### src/rtl/rng_arbiter.sv
// rng_arbiter: four-requester round-robin arbiter that serves each winner a
// 5-bit LFSR draw, reduced modulo a per-requester modulus by repeated subtraction.
module rng_arbiter #(
    parameter logic [4:0]  SEED   = 5'h0F,
    parameter int unsigned SHIFTS = 5
) (
    input  logic        clock,
    input  logic        reset,
    input  logic [3:0]  req,
    input  logic [19:0] mod_in,
    output logic [3:0]  gnt,
    output logic        valid,
    output logic [4:0]  rnd,
    output logic        busy
);

    localparam int unsigned N_REQ = 4;
    localparam int unsigned W     = 5;
    localparam int unsigned CNT_W = 3;

    typedef enum logic [1:0] {
        IDLE   = 2'd0,
        SHIFT  = 2'd1,
        REDUCE = 2'd2,
        DONE   = 2'd3
    } state_t;

    state_t             state, state_n;
    logic [W-1:0]       lfsr, lfsr_n;
    logic [W-1:0]       acc, acc_n;
    logic [W-1:0]       modulus, modulus_n;
    logic [CNT_W-1:0]   cnt, cnt_n;
    logic [1:0]         last, last_n;
    logic [1:0]         winner, winner_n;
    logic [3:0]         gnt_n;
    logic               valid_n;
    logic [W-1:0]       rnd_n;
    logic               busy_n;

    logic [1:0]         pick;
    logic               found;
    logic [1:0]         idx;
    logic [W-1:0]       lfsr_shifted;
    logic [W-1:0]       pick_mod;

    // Round-robin search starting just after the previous winner
    always_comb begin
        pick  = 2'd0;
        found = 1'b0;
        idx   = 2'd0;
        for (int k = N_REQ; k >= 1; k--) begin
            idx = last + 2'(k);
            if (req[idx]) begin
                pick  = idx;
                found = 1'b1;
            end
        end
    end

    // Modulus slice of the candidate winner and the next LFSR value
    always_comb begin
        pick_mod     = mod_in[W*int'(pick) +: W];
        lfsr_shifted = {lfsr[3:0], lfsr[4] ^ lfsr[2]};
    end

    // Next-state and registered-output logic
    always_comb begin
        state_n   = state;
        lfsr_n    = lfsr;
        acc_n     = acc;
        modulus_n = modulus;
        cnt_n     = cnt;
        last_n    = last;
        winner_n  = winner;
        gnt_n     = 4'b0000;
        valid_n   = 1'b0;
        rnd_n     = rnd;

        case (state)
            IDLE: begin
                if (found) begin
                    winner_n  = pick;
                    modulus_n = pick_mod;
                    cnt_n     = '0;
                    state_n   = SHIFT;
                end
            end
            SHIFT: begin
                lfsr_n = lfsr_shifted;
                cnt_n  = cnt + CNT_W'(1);
                if (cnt == CNT_W'(SHIFTS - 1)) begin
                    acc_n   = lfsr_shifted;
                    state_n = REDUCE;
                end
            end
            REDUCE: begin
                if (modulus != '0 && acc >= modulus) begin
                    acc_n = acc - modulus;
                end else begin
                    state_n = DONE;
                    gnt_n   = 4'b0001 << winner;
                    valid_n = 1'b1;
                    rnd_n   = acc;
                end
            end
            DONE: begin
                last_n  = winner;
                state_n = IDLE;
            end
            default: state_n = IDLE;
        endcase

        // An all-zero LFSR would lock up; recover to the seed instead
        if (lfsr == '0) begin
            lfsr_n = SEED;
        end

        busy_n = (state_n != IDLE);
    end

    // State and output registers
    always_ff @(posedge clock or posedge reset) begin
        if (reset) begin
            state   <= IDLE;
            lfsr    <= SEED;
            acc     <= '0;
            modulus <= '0;
            cnt     <= '0;
            last    <= 2'd3;
            winner  <= 2'd0;
            gnt     <= 4'b0000;
            valid   <= 1'b0;
            rnd     <= '0;
            busy    <= 1'b0;
        end else begin
            state   <= state_n;
            lfsr    <= lfsr_n;
            acc     <= acc_n;
            modulus <= modulus_n;
            cnt     <= cnt_n;
            last    <= last_n;
            winner  <= winner_n;
            gnt     <= gnt_n;
            valid   <= valid_n;
            rnd     <= rnd_n;
            busy    <= busy_n;
        end
    end

endmodule
### config.mk
export PLATFORM = sky130hd
export DESIGN_NAME = rng_arbiter
export DESIGN_NICKNAME = d
export VERILOG_FILES = /design/src/rtl/rng_arbiter.sv
export SDC_FILE = /design/constraint.sdc
export NUM_CORES = 1
export LEC_CHECK = 0
export CORE_ASPECT_RATIO = 1.2
export CORE_MARGIN = 2
export CORE_UTILIZATION = 52
export DETAILED_ROUTE_END_ITERATION = 8
export GPL_ROUTABILITY_DRIVEN = 0
export PLACE_DENSITY_LB_ADDON = 0.12
export RECOVER_POWER = 100
export SLEW_MARGIN = 10
export SYNTH_ARGS = -nofsm -noshare
export SYNTH_HDL_FRONTEND = slang
export SYNTH_SLANG_ARGS = --single-unit
### constraint.sdc
create_clock -name clock -period 2.92 [get_ports clock]
set_input_delay 0.292 -clock clock [delete_from_list [all_inputs] [get_ports clock]]
set_output_delay 0.292 -clock clock [all_outputs]
set_load 0.05 [all_outputs]
==> After elaboration in Yosys (flattened, before gate mapping) <==
Cells that the tools add are included.
{ "word_totals": {"register_bits": 35, "in_bits": 26, "output_inout_bits": 11, "wordCells": 76} }
{ "op_classes": {"n_addsub": 5, "n_mul": 1, "magnitude_cmp": 5, "eq_ne": 7, "n_shift": 2, "mux": 31, "bitwise_logic": 2, "reduce_logical": 12} }
{ "ops": {"columns": ["operator", "count"], "rows": [
  ["$mux W5", 4],
  ["$shiftx A20 B6 Y5", 1],
  ["$mux W2", 7],
  ["$lt A2 B3 Y1 const B", 4],
  ["$mux W1", 10],
  ["$pmux W5 S2", 1],
  ["$bmux W1 S2", 4],
  ["$mux W4", 2],
  ["$pmux W2 S4", 1],
  ["$reduce_bool A2 Y1", 4],
  ["$ne A2 B2 Y1 const B", 3],
  ["$pmux W3 S2", 1],
  ["$reduce_and A2 Y1", 3],
  ["$ge A5 B5 Y1", 1],
  ["$logic_not A5 Y1", 1],
  ["$mul A3 B2 Y5 const A", 1],
  ["$reduce_bool A5 Y1", 1],
  ["$sub A5 B5 Y5", 1],
  ["$add A2 B2 Y2 const B", 2],
  ["$eq A2 B2 Y1 const B", 2],
  ["$shl A1 B2 Y4 const A", 1],
  ["$add A3 B1 Y3 const B", 1],
  ["$eq A3 B3 Y1 const B", 1],
  ["$mux W3", 1],
  ["other kinds (7)", 7]
]} }

==> Logic depth before layout (Yosys ltp) <==
{ "logic_depth": {"word_depth": 9, "ltp_mapped": 9, "ltp_nobuf": 9} }

==> Least setup slack after synthesis <==
OpenSTA, ideal clock, no wires.
{ "synth_timing": {"path_kind": "register to register", "from": "register last[0]", "to": "register modulus[1]", "setup_time_ps": 126, "arrival_time_ps": 2009, "t_required_ps": 2794, "path_slack_ps": 785, "path_stages_with_launch": 7, "path_buffers": 1, "period_less_slack_ps": 2135, "path_cell_list": "dfstp_2 and2b_1 or3b_2 buf_2 nand2_4 mux2_2 a221o_1"} }
{ "synth_via": {"elab_chain_len": 8, "elab_cells_between_ends": 22, "classes_between": "3 x add/sub; 1 x mul; 1 x shift; 16 x mux; 1 x reduce/logical"} }
{ "synth_lines": {"columns": ["element", "line_no", "rtl"], "rows": [
  ["start, declared", "33", "logic [1:0] last, last_n;"],
  ["start signal, assigned", "141", "last <= last_n;"],
  ["$add A2 B2 Y2 or $bmux W1 S2 (tied branches)", "52, 53", null],
  ["$bmux W1 S2 or $mux W1 (tied branches)", "53", "if (req[idx]) begin"],
  ["$mux W1 (not written as such) or $mux W2 (tied branches)", "53", null],
  ["$mux W2 (3 in a row)", "53", null],
  ["$mul A3 B2 Y5", "62", "pick_mod = mod_in[W*int'(pick) +: W];"],
  ["$shiftx A20 B6 Y5", "62", null],
  ["end signal, assigned", "139", "modulus <= modulus_n;"],
  ["end, declared", "31", "logic [W-1:0] modulus, modulus_n;"]
]} }
Parallel ways exist; a longest one is shown, timed or not. The select of a mux whose other input is x is not followed.
A chain may end at the register's enable or synchronous reset.

==> Worst setup path after layout <==
{ "layout_timing": {"from": "input req[3]", "to": "register modulus[2]"} }
{ "layout_via": {"elab_chain_len": 8, "elab_cells_between_ends": 19, "classes_between": "1 x mul; 1 x shift; 16 x mux; 1 x reduce/logical"} }
{ "layout_lines": {"columns": ["element", "line_no", "rtl"], "rows": [
  ["start, declared", "9", "input logic [3:0] req,"],
  ["$bmux W1 S2", "53", null],
  ["$mux W1 (not written as such)", "53", null],
  ["$mux W2 (4 in a row)", "53", null],
  ["$mul A3 B2 Y5", "62", null],
  ["$shiftx A20 B6 Y5", "62", null]
]} }
Parallel ways exist; a longest one is shown, timed or not. The select of a mux whose other input is x is not followed.

==> key figures <==
Critical path
  – Ordered cell list for the critical path: dlygate4sd3_1, and2b_1, or3b_2, nand2_1, mux2_2, a221o_1
  – Maximum fanout along the worst path: 7
  – Cell family with the largest share of critical-path delay: simple AND/OR/NAND/NOR gates
  – Critical Path Slowest Stage Cell: dlygate4sd3_1
  – Critical path endpoint category: register
  – Bufs and invs on worst path: 1
  – Startpoint Class: input port
  – Worst Path Class, Setup: in -> reg
  – Worst Path Arrival: 2.60 ns
  – Worst r2r path cells: 5
  – CP required: 3.09 ns
  – Critical Path Max Stage Delay: 0.62 ns
  – Crit path depth: 6

Synth
  – Post-synthesis register bit count: 35
  – Sequential area share after synthesis: 0.436
  – Post-synthesis cell area: 2020 µm²
  – Post-synth net total: 229
  – Mapped Cells: 190
  – Yosys cell types: 47
  – Ys flop type: dfrtp_1
  – Asr flop ratio synth: 1.00
  – Syn_area_per_cell: 10.7 µm²
  – Synthesis Warnings: 0
  – Number of synthesized flops with an enable pin: 0

STA
  – Maximum clock frequency: 411 MHz
  – RSZ-0062 raised after global routing: no
  – Slew margin rel.: -0.197
  – Setup TNS: 0 ns
  – Clock Skews: 0.00247 ns
  – Final hold vios: 0
  – Minimum clock period: 2.43 ns
  – Final Max Tran Viols: 36
  – Final setup vio count: 0
  – Period utilization: 0.833
  – Slew of the pin with the lowest slew margin: 1.80 ns

Drt
  – Drt first pass iters: 4
  – DRT antenna net count: 0
  – Vias per cell: 5.70
  – DR iter-0 viols: 63
  – DR vias: 1,618
  – Remaining DRCs: 0
  – Wire per inst: 15.2 µm
  – Final Routed Wirelength: 4330 µm

Clock tree
  – Post-CTS Resized: 0
  – Postcts setup bufs: 0
  – Clk root buf: clkbuf_8
  – Clk sink count: 35
  – Clock buffer depth: 2
  – Hold buffers post-CTS: 0
  – Clock tree from TritonCTS: done
  – Clock latency on the worst-skew pair: 0.28 ns
  – H-tree Lvls: 2
  – Clk slew on worst S/H paths: 0.06 ns
  – Clock buffers created by TritonCTS: 5

Run
  – Maxcap violations: 1

Layout
  – ANT cells: 0
  – Layout cell share with drive strength beyond 1: 0.151
  – Nets: 270
  – Final Util: 0.685
  – Synth-to-layout area growth: 25.0%

Global route
  – GRT Max-Usage Layer: met2
  – Vias in the first global route: 1,671
  – Total grt overflow: 0
  – Initial antenna violation count: 0
  – Met2 global-route usage: 0.401
  – Largest net degree at the start of global routing: 36
  – Global-route wire length before repair: 7270 µm
  – Tot GR Track Use: 0.220
  – GR Layer Usage met1: 0.244
  – Met3 Use GR: 0.0499

Floorplanning
  – Core Box Area: 3690 µm²
  – Die area: 4410 µm²
  – Die Wd: 61.0 µm
  – # IOs: 37
  – Die Span Y: 72.4 µm
  – Site Rows: 24
  – Initial core utilization: 0.548

Power and ir drop
  – Max VDD drop: 0.526 mV
  – PD cells: 1120 nW/µm²
  – P_leak: 1.12 nW

Run status
  – Status: complete, but fails checks
  – Failing checks: capacitance limit, slew limit

Worst hold path
  – Worst Hold Depth: 1
  – Worst Hold Class: reg -> reg

Placement
  – IO buf count: 36
  – Placed wire-length estimate: 3470 µm
-- layer usage --
metal,part of all wire,wire [µm]
met1,0.40,1740
met2,0.54,2340
met3,0.039,168
met4,0.020,86
met5,0,0
-- kinds of logic after synthesis --
kind of cell	count (synthesis)	share of synthesized area
flip-flops	35	0.436
AND/OR/NAND/NOR	52	0.143
XOR/XNOR	3	0.0130
AO/OA/AOI/OAI	51	0.179
buffers and inverters	15	0.0284
multiplexers	21	0.116
adder cells (fa/ha/maj)	13	0.0841
-- sequential cells by signal, indices dropped and copies added, names as in the netlist --
name	count
acc	5
busy	1
cnt	3
gnt	4
last	2
lfsr	5
modulus	5
rnd	5
state	2
valid	1
winner	2
-- area by class of cell --
cell class / instances / area, µm²
clock buffers: 8 / 100
fillers: 305 / 1160
inverters: 12 / 45.0
multi-input cells: 140 / 1070
flip-flops and latches: 35 / 883
well taps: 52 / 65.1
repair buffers: 37 / 364
-- power by group --
group	leakage [nW]	switching, mW	internal [mW]
Clock	0.0515	0.158	0.215
Sequential	0.428	0.188	0.733
Combinational	0.639	0.841	0.702
-- layout by cell type, fill, tap and decap left out, types with 2 or more instances in the layout --
cell type / count
a21boi_0: 6
a21o_1: 3
a21oi_1: 8
a221o_1: 5
clkbuf_1: 2
clkbuf_8: 7
clkdlybuf4s50_1: 23
dfrtp_1: 29
dfstp_2: 6
dlygate4sd3_1: 13
ha_1: 12
inv_1: 12
mux2_2: 18
mux2i_1: 2
nand2_1: 14
nand2b_1: 4
nand3_1: 6
nor2_1: 7
nor2b_1: 3
nor3_1: 3
nor3b_1: 3
nor4_1: 3
nor4b_1: 3
o21a_1: 3
o21ai_0: 12
o21ai_1: 2
o22ai_1: 2
xnor2_1: 2
-- synth_stat cells, types with 2 or more instances --
cell / instances / area (µm²)
xnor2_1: 2 / 17.5
clkbuf_1: 2 / 7.51
nand2_1: 13 / 48.8
nand3_1: 6 / 30.0
nor3_1: 3 / 15.0
a221o_1: 5 / 50.1
dfrtp_1: 29 / 726
inv_1: 12 / 45.0
dfstp_2: 6 / 158
o22ai_1: 2 / 12.5
a21o_1: 3 / 22.5
ha_1: 12 / 150
nor3b_1: 3 / 22.5
mux2i_1: 2 / 20.0
nor4_1: 3 / 18.8
a21boi_0: 6 / 45.0
a21oi_1: 7 / 35.0
o21ai_1: 2 / 10.0
nor4b_1: 3 / 26.3
nand2b_1: 4 / 25.0
o21ai_0: 12 / 60.1
nor2_1: 7 / 26.3
o21a_1: 3 / 22.5
nor2b_1: 3 / 18.8
mux2_2: 18 / 203
-- path summary, 6_finish.rpt --
path                                           from                endpoint  slack, ns
worst max register to register  last[0]$_DFFE_PP1N_  modulus[2]$_DFFE_PP0P_       0.59
worst min-delay path             rnd[0]$_DFFE_PP0P_      rnd[0]$_DFFE_PP0P_       0.48
max in group asynchronous                     reset        gnt[2]$_DFF_PP0_       0.79
worst min register to register   rnd[0]$_DFFE_PP0P_      rnd[0]$_DFFE_PP0P_       0.48
min in group asynchronous                     reset      cnt[1]$_DFFE_PP0P_       1.09
worst max-delay path                         req[3]  modulus[2]$_DFFE_PP0P_       0.49
-- metrics by stage --
step / instances / worst slack (ns) / power (mW) / hold slack, ns / cell area (µm²)
3_5_place_dp: 276 / 0.404 / 2.51 / 0.474 / 2440
3_3_place_gp: 276 / 0.484 / 2.41 / 0.468 / 2440
4_1_cts: 284 / 0.686 / 2.90 / 0.435 / 2540
6_report: 284 / 0.489 / 2.84 / 0.475 / 2530
5_1_grt: 284 / 0.400 / 3.07 / 0.528 / 2530
2_1_floorplan: 190 / 0.785 / 2.11 / 0.442 / 2020
Note: power is estimated with default switching activity, not from simulation.
